--- src/rtl/fc_3_argmax.sv ---
// fc_3_argmax: captures the fc_3 logit vector on a rising edge of fc_3_finish, scans it
// serially for the signed maximum and hands the winning class to the host over valid/ready.
// Build option: define ARGMAX_TOP2_EN to also report the runner-up index and best-second margin.
module fc_3_argmax #(
  parameter int N_CLASS = 10,
  parameter int DW      = 16
) (
  input  logic                  clk,
  input  logic                  rst,
  input  logic                  fc_3_en,
  input  logic                  fc_3_finish,
  input  logic [N_CLASS*DW-1:0] result_10x16,
  input  logic                  class_rdy,
  output logic                  class_vld,
  output logic [3:0]            class_id,
  output logic [DW-1:0]         class_score,
  output logic                  busy,
  output logic                  overrun
`ifdef ARGMAX_TOP2_EN
  ,
  output logic [3:0]            class_id2,
  output logic [DW:0]           margin
`endif
);

  typedef enum logic [1:0] {
    S_IDLE,
    S_CAPTURE,
    S_SCAN,
    S_DONE
  } state_t;

  localparam logic [3:0] LAST_IDX = 4'(N_CLASS - 1);

  state_t               r_state;
  logic                 r_finish_d;
  logic                 r_en_d;
  logic [3:0]           r_idx;
  logic signed [DW-1:0] r_vec [N_CLASS];
  logic signed [DW-1:0] r_best;
  logic [3:0]           r_best_idx;
  logic                 r_class_vld;
  logic [3:0]           r_class_id;
  logic [DW-1:0]        r_class_score;
  logic                 r_busy;
  logic                 r_overrun;

  logic                 w_fin_p;
  logic                 w_en_rise;
  logic signed [DW-1:0] w_cand;
  logic signed [DW-1:0] w_best_nx;
  logic [3:0]           w_best_idx_nx;

`ifdef ARGMAX_TOP2_EN
  logic signed [DW-1:0] r_sec;
  logic [3:0]           r_sec_idx;
  logic                 r_sec_vld;
  logic [3:0]           r_class_id2;
  logic [DW:0]          r_margin;
  logic signed [DW-1:0] w_sec_nx;
  logic [3:0]           w_sec_idx_nx;
  logic [DW:0]          w_margin_nx;
`endif

  assign w_fin_p   = fc_3_finish & ~r_finish_d;
  assign w_en_rise = fc_3_en & ~r_en_d;
  assign w_cand    = r_vec[r_idx];

  // One candidate per cycle; strict compare so ties stay with the lower index.
  always_comb begin
    // NOTE: every combinational output gets a default first so no path can infer a latch.
    w_best_nx     = r_best;
    w_best_idx_nx = r_best_idx;
`ifdef ARGMAX_TOP2_EN
    w_sec_nx      = r_sec;
    w_sec_idx_nx  = r_sec_idx;
`endif
    if (w_cand > r_best) begin
      w_best_nx     = w_cand;
      w_best_idx_nx = r_idx;
`ifdef ARGMAX_TOP2_EN
      w_sec_nx      = r_best;
      w_sec_idx_nx  = r_best_idx;
`endif
    end
`ifdef ARGMAX_TOP2_EN
    else if (!r_sec_vld || (w_cand > r_sec)) begin
      w_sec_nx     = w_cand;
      w_sec_idx_nx = r_idx;
    end
    // Sign-extend both operands so the difference never overflows.
    w_margin_nx = {w_best_nx[DW-1], w_best_nx} - {w_sec_nx[DW-1], w_sec_nx};
`endif
  end

  // NOTE: the logit buffer is pure datapath and is never read before CAPTURE fills it,
  // so it has no reset and lives in its own clock-only block.
  always_ff @(posedge clk) begin
    if (r_state == S_CAPTURE) begin
      for (int i = 0; i < N_CLASS; i++) begin
        r_vec[i] <= result_10x16[i*DW +: DW];
      end
    end
  end

  always_ff @(posedge clk or negedge rst) begin
    if (!rst) begin
      r_state       <= S_IDLE;
      r_finish_d    <= 1'b0;
      r_en_d        <= 1'b0;
      r_idx         <= '0;
      r_best        <= '0;
      r_best_idx    <= '0;
      r_class_vld   <= 1'b0;
      r_class_id    <= '0;
      r_class_score <= '0;
      r_busy        <= 1'b0;
      r_overrun     <= 1'b0;
`ifdef ARGMAX_TOP2_EN
      r_sec         <= '0;
      r_sec_idx     <= '0;
      r_sec_vld     <= 1'b0;
      r_class_id2   <= '0;
      r_margin      <= '0;
`endif
    end else begin
      r_finish_d <= fc_3_finish;
      r_en_d     <= fc_3_en;

      // A finish edge in any non-idle state (including the DONE handshake cycle) is lost.
      if (w_en_rise) begin
        r_overrun <= 1'b0;
      end else if (w_fin_p && (r_state != S_IDLE)) begin
        r_overrun <= 1'b1;
      end

      if (!fc_3_en) begin
        r_state     <= S_IDLE;
        r_class_vld <= 1'b0;
        r_busy      <= 1'b0;
      end else begin
        case (r_state)
          S_IDLE: begin
            if (w_fin_p) begin
              r_state <= S_CAPTURE;
              r_busy  <= 1'b1;
            end
          end

          S_CAPTURE: begin
            r_best     <= result_10x16[DW-1:0];
            r_best_idx <= '0;
            r_idx      <= 4'd1;
`ifdef ARGMAX_TOP2_EN
            r_sec_vld  <= 1'b0;
`endif
            r_state    <= S_SCAN;
          end

          S_SCAN: begin
            r_best     <= w_best_nx;
            r_best_idx <= w_best_idx_nx;
            r_idx      <= r_idx + 4'd1;
`ifdef ARGMAX_TOP2_EN
            r_sec      <= w_sec_nx;
            r_sec_idx  <= w_sec_idx_nx;
            r_sec_vld  <= 1'b1;
`endif
            if (r_idx == LAST_IDX) begin
              r_state       <= S_DONE;
              r_class_vld   <= 1'b1;
              r_class_id    <= w_best_idx_nx;
              r_class_score <= w_best_nx;
`ifdef ARGMAX_TOP2_EN
              r_class_id2   <= w_sec_idx_nx;
              r_margin      <= w_margin_nx;
`endif
            end
          end

          S_DONE: begin
            if (class_rdy) begin
              r_state     <= S_IDLE;
              r_class_vld <= 1'b0;
              r_busy      <= 1'b0;
            end
          end

          default: begin
            r_state     <= S_IDLE;
            r_class_vld <= 1'b0;
            r_busy      <= 1'b0;
          end
        endcase
      end
    end
  end

  assign class_vld   = r_class_vld;
  assign class_id    = r_class_id;
  assign class_score = r_class_score;
  assign busy        = r_busy;
  assign overrun     = r_overrun;
`ifdef ARGMAX_TOP2_EN
  assign class_id2   = r_class_id2;
  assign margin      = r_margin;
`endif

endmodule
--- config.mk ---
export PLATFORM = sky130hd
export DESIGN_NAME = fc_3_argmax
export DESIGN_NICKNAME = d
export VERILOG_FILES = /design/src/rtl/fc_3_argmax.sv
export SDC_FILE = /design/constraint.sdc
export NUM_CORES = 1
export LEC_CHECK = 0
export CORE_MARGIN = 5
export CORE_UTILIZATION = 52
export DETAILED_ROUTE_END_ITERATION = 10
export GPL_TIMING_DRIVEN = 0
export PLACE_DENSITY = 0.88
export RECOVER_POWER = 100
export SLEW_MARGIN = 20
export SYNTH_ARGS = -nofsm -noshare
export SYNTH_HDL_FRONTEND = slang
export SYNTH_SLANG_ARGS = --single-unit
--- constraint.sdc ---
create_clock -name clk -period 5.76 [get_ports clk]
set_clock_uncertainty 0.2 [all_clocks]
set_input_delay 0.864 -clock clk [delete_from_list [all_inputs] [get_ports clk]]
set_output_delay 0.864 -clock clk [all_outputs]
set_load 0.05 [all_outputs]
==> results_dict.tcl, run 1 <==
set metrics [dict create \
    status "complete, but fails checks" \
    violations "capacitance limit, slew limit" \
    tightest_slew_ns 2.974 \
    syn_area_per_cell_sq_um 14.73 \
    cts_buffer_depth 3 \
    seq_area_frac_synth_pct 64.90 \
    synth.most_common_cell "edfxtp_1" \
    synth_commonest_cells "160 x edfxtp_1, 51 x dfrtp_1, 33 x a21oi_1, 32 x nand3_1, 29 x o21ai_0" \
    drc 0 \
    die_w_um 144.2 \
    path_clk_slew_ns 0.07 \
    async_flop_share_pct 24.17 \
    finalWirelength_um 24450 \
    setup-violations-final 0 \
    ctsHtreeMaxLevel 1 \
    drt_pass1_iterations 5 \
    syn-cell-area_sq_um 9369 \
    cp_max_fo 10 \
    pin_count 188 \
    core_area_sq_um 17840 \
    tns_ns 0 \
    layout-drive-gt1-share_pct 10.89 \
    insertion_delay_ns 0.49 \
    grt_pass1_vias 6574 \
    ys_ff_latch 211 \
    row_count 49 \
    start_kind "register" \
    fin_util_pct 68.78 \
    path_class "register to register" \
    die_y_um 144.2 \
    cts_root_buf "clkbuf_16" \
    cts_hold_buf 0 \
    finalPower_uw 6002 \
    numCtsBuffers 21 \
    rsz0062_at_grt "no" \
    synthCells 636 \
    crit_family "compound AO/OA/AOI/OAI gates" \
    r2r_setup_slack_ns 0.79 \
    post_drt_wl_per_cell_um 22.09 \
    finalHoldViolations 0 \
    synthMuxAreaShare_pct 9.829 \
    start_util_pct 52.51 \
    drt_iter0_drc 525 \
    grt_overflow 0 \
    cp.buffers_inverters 4 \
    cts_resized 0 \
    cp_slowest_cell "clkbuf_1" \
    yosysUniqueCellTypes 56 \
    synth_top_family_by_area "multiplexers" \
    netlist.top_cell.by_area "edfxtp_1" \
    synth_warnings 0 \
    vias_per_cell 5.813 \
    fin_crit_sh_pct 86.22 \
    yosys.area_share.simple_pct 8.494 \
    antenna_found_initial 13 \
    grt_pass1_wl_um 36780 \
    cp_common_cell "clkbuf_1" \
    ant_nets 0 \
    hp-class "register to register" \
    syn_nets 824 \
    end_kind "register" \
    dieArea_sq_um 20800 \
    cts_tree "done" \
    arrival_ns 5.18 \
    drv_cap 2 \
    syn2layout_area_growth_pct 30.98 \
    crit_required_ns 5.98 \
    synth_xor_area_share_pct 0 \
    cts_setup_buffers 0 \
    max_freq_mhz 201.4 \
    vias 6435 \
    place_area_sq_um 11600 \
    drv_slew 107 \
    power_density_nw_per_um2 489.1 \
    vdd.ir_drop.worst_mv 0.3413 \
    synth-edff-count 160 \
    synth.top_cell.area_share_pct 51.28 \
    grt_use_total_pct 23.08 \
    portBuffers 187 \
    power_leakage_uw 0.004654 \
    cts_sinks 211 \
    gp_congestion 0.9201 \
    synth_compound_area_share_pct 9.669 \
    synthAdderAreaFrac_pct 3.072 \
    fin_crit_ns 4.966 \
    grt_max_degree 56 \
    nNetsFinal 1037 \
    cpPeakStageDelay_ns 0.65 \
    synth_flop_cell "edfxtp_1" \
    cp_cell_sequence "clkbuf_1 -> clkbuf_1 -> mux4_2 -> a211oi_1 -> a21oi_1 -> ha_1 -> a41oi_2 -> o21ai_0 -> a2111o_1 -> o31ai_1 -> buf_6 -> buf_2 -> o211ai_1 -> nand3_1" \
    relSlewSlack_pct -98.28 \
    hpwl_um 17320 \
    stdcell_area_sq_um 12270 \
    yosys-top-cells-area "edfxtp_1 51%, dfrtp_1 14%, mux4_2 5.8%, ha_1 3.1%, mux4_1 2.2%" \
]
[metal layers]
metal	track usage, %	vias to the layer above	routed length [um]	share of wire, %
li1	-	2945	-	-
met1	30.39	3124	9462	39
met2	38.63	310	12480	51
met3	5.159	56	1936	7.9
met4	7.364	0	571	2.3
met5	0	-	0	0
[area by class of cell]
class / count / area (sq um)
diodes: 15 / 37.54
inverters: 22 / 82.58
well taps: 229 / 286.5
clock buffers: 23 / 533.0
fillers: 1166 / 5569
plain buffers: 46 / 292.8
repair buffers: 190 / 1909
flip-flops and latches: 211 / 6081
multi-input cells: 357 / 2890
clock inverters: 14 / 158.9
[placed cells by master (no fill, tap or decap), types with 3 or more instances in the layout]
| master | count |
|---|---|
| clkbuf_1 | 25 |
| nor4_1 | 6 |
| diode_2 | 15 |
| and2_1 | 16 |
| bufinv_16 | 3 |
| nor3b_1 | 11 |
| o21ai_0 | 31 |
| clkbuf_16 | 21 |
| nor2_1 | 27 |
| or3_1 | 6 |
| edfxtp_1 | 160 |
| mux4_2 | 24 |
| nand4_1 | 11 |
| a311oi_1 | 5 |
| nor3_1 | 3 |
| buf_4 | 5 |
| buf_6 | 10 |
| a31oi_1 | 18 |
| ha_1 | 23 |
| dlygate4sd3_1 | 185 |
| a21oi_1 | 33 |
| inv_1 | 22 |
| buf_2 | 7 |
| nand3b_1 | 3 |
| nand3_1 | 32 |
| o211ai_1 | 17 |
| clkinv_2 | 4 |
| nand2_1 | 21 |
| dfrtp_1 | 51 |
| nor2b_1 | 5 |
| mux4_1 | 8 |
| a211oi_1 | 14 |
| mux2i_1 | 17 |
| buf_12 | 3 |
[worst paths after layout]
path / start / to / cells past startpoint
hold reg to reg: r_en_d / overrun / 2
setup reg to reg: r_idx[2] / r_best[4] / 14
setup / recovery: r_idx[2] / r_best[4] / 14
min in group asynchronous: rst / busy / 1
hold / removal: r_en_d / overrun / 2
max in group asynchronous: rst / r_idx[1] / 1
[metrics by stage]
stage,setup WS [ns],std cells,hold slack (ns)
3_3_place_gp,-0.3936,1052,0.2875
5_1_grt,0.5579,1106,0.3332
6_report,0.7937,1107,0.2970
3_5_place_dp,1.364,1055,0.2934
2_1_floorplan,0.8088,636,0.2739
4_1_cts,1.286,1092,0.2241
[where the power goes]
part / total (uW) / leakage [uW] / switching (uW) / internal [uW]
clock: 1390 / 0.000335 / 576 / 809
combinational: 2290 / 0.00216 / 1380 / 909
sequential: 2330 / 0.00216 / 172 / 2160
[kinds of logic (layout without fill, tap and decap cells)]
logic type | Yosys count | in the layout
AO/OA/AOI/OAI | 137 | 137
adder cells (fa/ha/maj) | 23 | 23
other | 0 | 15
AND/OR/NAND/NOR | 148 | 148
flip-flops | 211 | 211
buffers and inverters | 68 | 295
multiplexers | 49 | 49
[sequential cells by signal, indices dropped and copies added, names as in the netlist]
register	count
r_best	16
r_vec	160
r_best_idx	4
busy	1
class_id	4
r_state	2
overrun	1
r_finish_d	1
class_vld	1
r_idx	4
class_score	16
r_en_d	1
[worst register-to-register path, cell delays in order, from the launching register on]
cell and delay [ns]:
dfrtp_1 0.32, clkbuf_1 0.44, clkbuf_1 0.66, mux4_2 0.43, a211oi_1 0.33, a21oi_1 0.16
ha_1 0.36, a41oi_2 0.17, o21ai_0 0.16, a2111o_1 0.45, o31ai_1 0.51, buf_6 0.22
buf_2 0.23, o211ai_1 0.13, nand3_1 0.13
(Power assumes the default switching activity.)
==> run 2: changes to the inputs <==
--- a/config.mk
+++ b/config.mk
@@ -6,10 +6,10 @@
 export NUM_CORES = 1
 export LEC_CHECK = 0
 export CORE_MARGIN = 5
-export CORE_UTILIZATION = 52
+export CORE_UTILIZATION = 50
 export DETAILED_ROUTE_END_ITERATION = 10
 export GPL_TIMING_DRIVEN = 0
-export PLACE_DENSITY = 0.88
+export PLACE_DENSITY = 0.85
 export RECOVER_POWER = 100
 export SLEW_MARGIN = 20
 export SYNTH_ARGS = -nofsm -noshare
==> results_dict.tcl, run 2 (synthesis results as in run 1) <==
set metrics [dict create \
    end_kind "register" \
    grt_pass1_wl_um 37180 \
    drv_cap 1 \
    start_util_pct 50.42 \
    place_ws_ns 1.319 \
    regArea_sq_um 6081 \
    cp.buffers_inverters 4 \
    vias_per_cell 5.804 \
    crit_family "compound AO/OA/AOI/OAI gates" \
    die_y_um 146.9 \
    vias 6408 \
    layout_commonest_cell "dlygate4sd3_1" \
    core_area_sq_um 18580 \
    stdcell_count 1104 \
    finalWirelength_um 23840 \
    cts_resized 0 \
    multiInputGateArea_sq_um 2897 \
    cts_sinks 211 \
    die_w_um 146.9 \
    finalHoldViolations 0 \
    fin_ws_ns 0.6867 \
    relSlewSlack_pct -39.72 \
    cp_slowest_cell "clkbuf_1" \
    max_freq_mhz 197.1 \
    rsz0062_at_grt "no" \
    status "complete, but fails checks" \
    start_kind "register" \
    fin_crit_ns 5.073 \
    syn2layout_area_growth_pct 31.45 \
    cp_common_cell "clkbuf_1" \
    drc 0 \
    setup-violations-final 0 \
    mostFrequentLayoutCells "185 x dlygate4sd3_1, 160 x edfxtp_1, 51 x dfrtp_1" \
    cts_setup_buffers 0 \
    drt_pass1_iterations 5 \
    dpl.cell_count 1060 \
    arrival_ns 5.30 \
    largest-register "r_vec" \
    power_density_nw_per_um2 496.8 \
    cts_buffer_depth 3 \
    grt_max_degree 61 \
    cp_max_fo 10 \
    grt_overflow 0 \
    cts_hold_buf 0 \
    layout-drive-gt1-share_pct 10.54 \
    grt_use_total_pct 21.92 \
    hp-class "register to register" \
    tns_ns 0 \
    hpwl_um 17710 \
    power_leakage_uw 0.004683 \
    antenna_found_initial 7 \
    portBuffers 187 \
    numCtsBuffers 21 \
    violations "capacitance limit, slew limit" \
    nNetsFinal 1037 \
    pin_count 188 \
    post_drt_wl_per_cell_um 21.59 \
    grt_pass1_vias 6844 \
    cts_tree "done" \
    tightest_slew_ns 2.096 \
    path_clk_slew_ns 0.07 \
    insertion_delay_ns 0.49 \
    cp-startpoint "r_idx[2]" \
    path_class "register to register" \
    min-delay-start "r_en_d" \
    timing.rr.start "r_idx[2]" \
    ant_nets 0 \
    drt_iter0_drc 570 \
    largest_reg_flops 160 \
    cp_cell_sequence "clkbuf_1 -> clkbuf_1 -> mux4_2 -> a211oi_1 -> a21oi_1 -> ha_1 -> nand2_1 -> nor3_1 -> a2111o_1 -> o31ai_1 -> buf_6 -> buf_2 -> o211ai_1 -> nand3_1" \
    ctsHtreeMaxLevel 1 \
    gp_congestion 0.9066 \
    row_count 50 \
    drv_slew 45 \
    cts_root_buf "clkbuf_16" \
    crit_required_ns 5.99 \
    vdd.ir_drop.worst_mv 0.3232 \
    whs_ns 0.3098 \
    cpPeakStageDelay_ns 0.62 \
    fill_cells 1276 \
    dieArea_sq_um 21580 \
    fin_crit_sh_pct 88.08 \
]
[run 2: cell count changes in the layout (fill, tap and decap cells not counted), moves of 2 or more]
cell       delta
diode_2       -8
o21ai_0       -2
o21ai_1       +2
buf_12        -2
clkinv_2      -3
bufinv_16     +3
clkbuf_1      +2
[run 2: worst min-delay path: stages, from the launching register on]
cell,delay (ns)
dfrtp_1,0.36
inv_1,0.05
a21oi_1,0.06
[run 2: through the flow]
| step | utilization (%) | power [uW] | instance area, sq um |
|---|---|---|---|
| 2_1_floorplan | - | 3989 | 9369 |
| 3_3_place_gp | 62.07 | 4598 | 11530 |
| 3_5_place_dp | 62.56 | 4660 | 11620 |
| 4_1_cts | 66.62 | 6177 | 12380 |
| 5_1_grt | 66.28 | 6434 | 12320 |
| 6_report | 66.28 | 6118 | 12320 |
[run 2: layout make-up]
| class | instances | share of cell area, % |
|---|---|---|
| plain buffers | 46 | 2.347 |
| well taps | 234 | 2.377 |
| repair buffers | 190 | 15.44 |
| multi-input cells | 357 | 23.52 |
| flip-flops and latches | 211 | 49.38 |
| inverters | 22 | 0.6705 |
| clock inverters | 13 | 1.768 |
| diodes | 7 | 0.1422 |
| clock buffers | 24 | 4.358 |
[run 2: final timing paths]
check	endpoint	cells past startpoint	slack, ns
max in group asynchronous	r_best_idx[0]	2	2.94
min in group asynchronous	r_en_d	1	0.51
min	overrun	2	0.31
min reg2reg	overrun	2	0.31
max reg2reg	r_best[2]	14	0.69
max	r_best[2]	14	0.69
[run 2: layer usage]
layer	routed length [um]	GRT usage (%)	vias to the layer above	part of all wire, %
met4	527	6.679	0	2.2
met3	2014	4.072	45	8.4
met2	12050	38.10	328	51
li1	-	-	2914	-
met5	0	0	-	0
met1	9245	28.13	3121	39
[run 2: power breakdown]
group          internal (uW)  leakage (uW)  total [uW]  switching [uW]
clock                    937      0.000360        1490             556
sequential              2160       0.00216        2330             172
combinational            901       0.00216        2290            1390
total                   4000       0.00468        6120            2120
==> run 3: changes to the inputs <==
--- a/config.mk
+++ b/config.mk
@@ -5,13 +5,13 @@
 export SDC_FILE = /design/constraint.sdc
 export NUM_CORES = 1
 export LEC_CHECK = 0
-export CORE_MARGIN = 5
+export CORE_MARGIN = 1.5
 export CORE_UTILIZATION = 50
 export DETAILED_ROUTE_END_ITERATION = 10
 export GPL_TIMING_DRIVEN = 0
 export PLACE_DENSITY = 0.85
 export RECOVER_POWER = 100
-export SLEW_MARGIN = 20
+export SLEW_MARGIN = 25
 export SYNTH_ARGS = -nofsm -noshare
 export SYNTH_HDL_FRONTEND = slang
 export SYNTH_SLANG_ARGS = --single-unit
==> results_dict.tcl, run 3 (synthesis results as in run 1) <==
set metrics [dict create \
    end_kind "register" \
    grt_overflow 0 \
    gp_congestion 0.8771 \
    ctsHtreeMaxLevel 1 \
    power_leakage_uw 0.004637 \
    wl_met1_um 9214 \
    cts_hold_buf 0 \
    row_count 49 \
    drc 2 \
    numCtsBuffers 22 \
    mostFrequentLayoutCells "185 x dlygate4sd3_1, 160 x edfxtp_1, 51 x dfrtp_1" \
    path_clk_slew_ns 0.06 \
    r2r_setup_slack_ns 0.75 \
    drv_cap 4 \
    tightest_slew_ns 2.696 \
    combPwrFrac_pct 38.1 \
    met2_length_um 11300 \
    grt_max_degree 52 \
    pin_count 188 \
    die_w_um 139.9 \
    cts_resized 0 \
    antenna_found_initial 4 \
    vias_per_cell 5.783 \
    fin_util_pct 67.25 \
    drt_iter0_drc 667 \
    min-delay-start "r_en_d" \
    largest-register "r_vec" \
    setup-violations-final 0 \
    dpl.cell_count 1055 \
    seq_power_share_pct 39.3 \
    cp_max_fo 10 \
    nNetsFinal 1038 \
    dr_wl_met3_um 1702 \
    die_y_um 139.9 \
    insertion_delay_ns 0.50 \
    hold_depth 2 \
    power_density_nw_per_um2 486.1 \
    ant_nets 0 \
    layout-drive-gt1-share_pct 10.29 \
    layout_commonest_cell "dlygate4sd3_1" \
    drv_slew 181 \
    hp-class "register to register" \
    grt_pass1_wl_um 35500 \
    max_freq_mhz 199.5 \
    stdcell_area_sq_um 12200 \
    grt_pass1_vias 6411 \
    netSwitchingFraction_pct 35.54 \
    largest_reg_flops 160 \
    relSlewSlack_pct -79.74 \
    cts_root_buf "clkbuf_16" \
    cts_sinks 211 \
    dieArea_sq_um 19570 \
    grt_use_total_pct 23.63 \
    crit_required_ns 5.99 \
    p_int_uw 3824 \
    rsz0062_at_grt "no" \
    fin_crit_ns 5.012 \
    violations "DRC, capacitance limit, slew limit" \
    holdPathEnd "overrun" \
    core_area_sq_um 18150 \
    place_area_sq_um 11600 \
    p_clk_share_pct 22.6 \
    worstReg2RegEnd "r_best[8]" \
    vias 6350 \
    finalWirelength_um 22790 \
    fin_ws_ns 0.7475 \
    stdcell_count 1098 \
    cts_buffer_depth 3 \
    path_class "register to register" \
    hpwl_um 16550 \
    switching_power_uw 2109 \
    top_layer "met4" \
    timing.rr.start "r_idx[2]" \
    arrival_ns 5.25 \
    place_ws_ns 1.301 \
    r2r_cells 14 \
    cts_tree "done" \
    tns_ns 0 \
    fin_crit_sh_pct 87.02 \
    drt_pass1_iterations 8 \
    start_kind "register" \
    status "complete, but fails checks" \
    finalHoldViolations 0 \
    post_drt_wl_per_cell_um 20.76 \
    portBuffers 187 \
    syn2layout_area_growth_pct 30.26 \
    cts_setup_buffers 0 \
    start_util_pct 51.63 \
    vdd.ir_drop.worst_mv 0.3227 \
]
## run 3: cell types whose count changed in the layout (fill, tap and decap cells not counted), sizes merged
| cell | change |
|---|---|
| clkbuf | +7 |
| inv | +1 |
| bufinv | -5 |
| clkinv | +1 |
| clkinvlp | -2 |
| diode | -3 |
## run 3: layout make-up
type | instances | area [sq um]
Sequential cell | 211 | 6081
Fill cell | 1260 | 5943
Multi-Input combinational cell | 357 | 2897
Timing Repair Buffer | 190 | 1893
Clock buffer | 31 | 605.6
Tap cell | 229 | 286.5
Buffer | 46 | 282.8
Inverter | 22 | 82.58
Clock inverter | 8 | 66.31
Antenna cell | 4 | 10.01
## run 3: worst max-delay path, cell delays in order (launching register included)
cell,delay (ns)
dfrtp_1,0.31
buf_2,0.25
clkbuf_1,0.59
mux4_2,0.41
a211oi_1,0.48
a21oi_1,0.20
ha_1,0.35
nand2_1,0.12
nor3_1,0.07
a2111o_1,0.47
o31ai_1,0.47
clkbuf_1,0.46
buf_2,0.32
o211ai_1,0.12
nand3_1,0.13
## run 3: layer usage
metal,global-route usage (%),vias to the layer above
li1,-,2912
met1,31.70,3099
met2,39.38,295
met3,4.061,44
met4,8.089,0
met5,0,-
## run 3: worst max-delay path by stage
stage / to / slack, ns / start
2_1_floorplan: r_vec[0][0] / 0.81 / r_state[1]
3_3_place_gp: r_vec[6][4] / -0.44 / r_state[1]
3_5_place_dp: r_best[3] / 1.30 / r_idx[2]
4_1_cts: class_score[2] / 1.24 / r_idx[2]
5_1_grt: r_best[4] / 0.53 / r_idx[0]
6_report: r_best[8] / 0.75 / r_idx[2]
## run 3: power groups by stage
stage / sequential, uW / clock, uW / combinational [uW]
after floorplan: 2360 / 0 / 1630
after global placement: 2400 / 0 / 2200
after detailed placement: 2330 / 0 / 2320
after CTS: 2310 / 1360 / 2340
after global routing: 2370 / 1420 / 2460
final: 2330 / 1340 / 2260
## run 3: metrics by stage
step / hold slack (ns) / total power, uW
3_5_place_dp: 0.2881 / 4646
6_report: 0.2943 / 5932
5_1_grt: 0.3149 / 6243
2_1_floorplan: 0.2739 / 3989
3_3_place_gp: 0.2845 / 4600
4_1_cts: 0.2034 / 6004
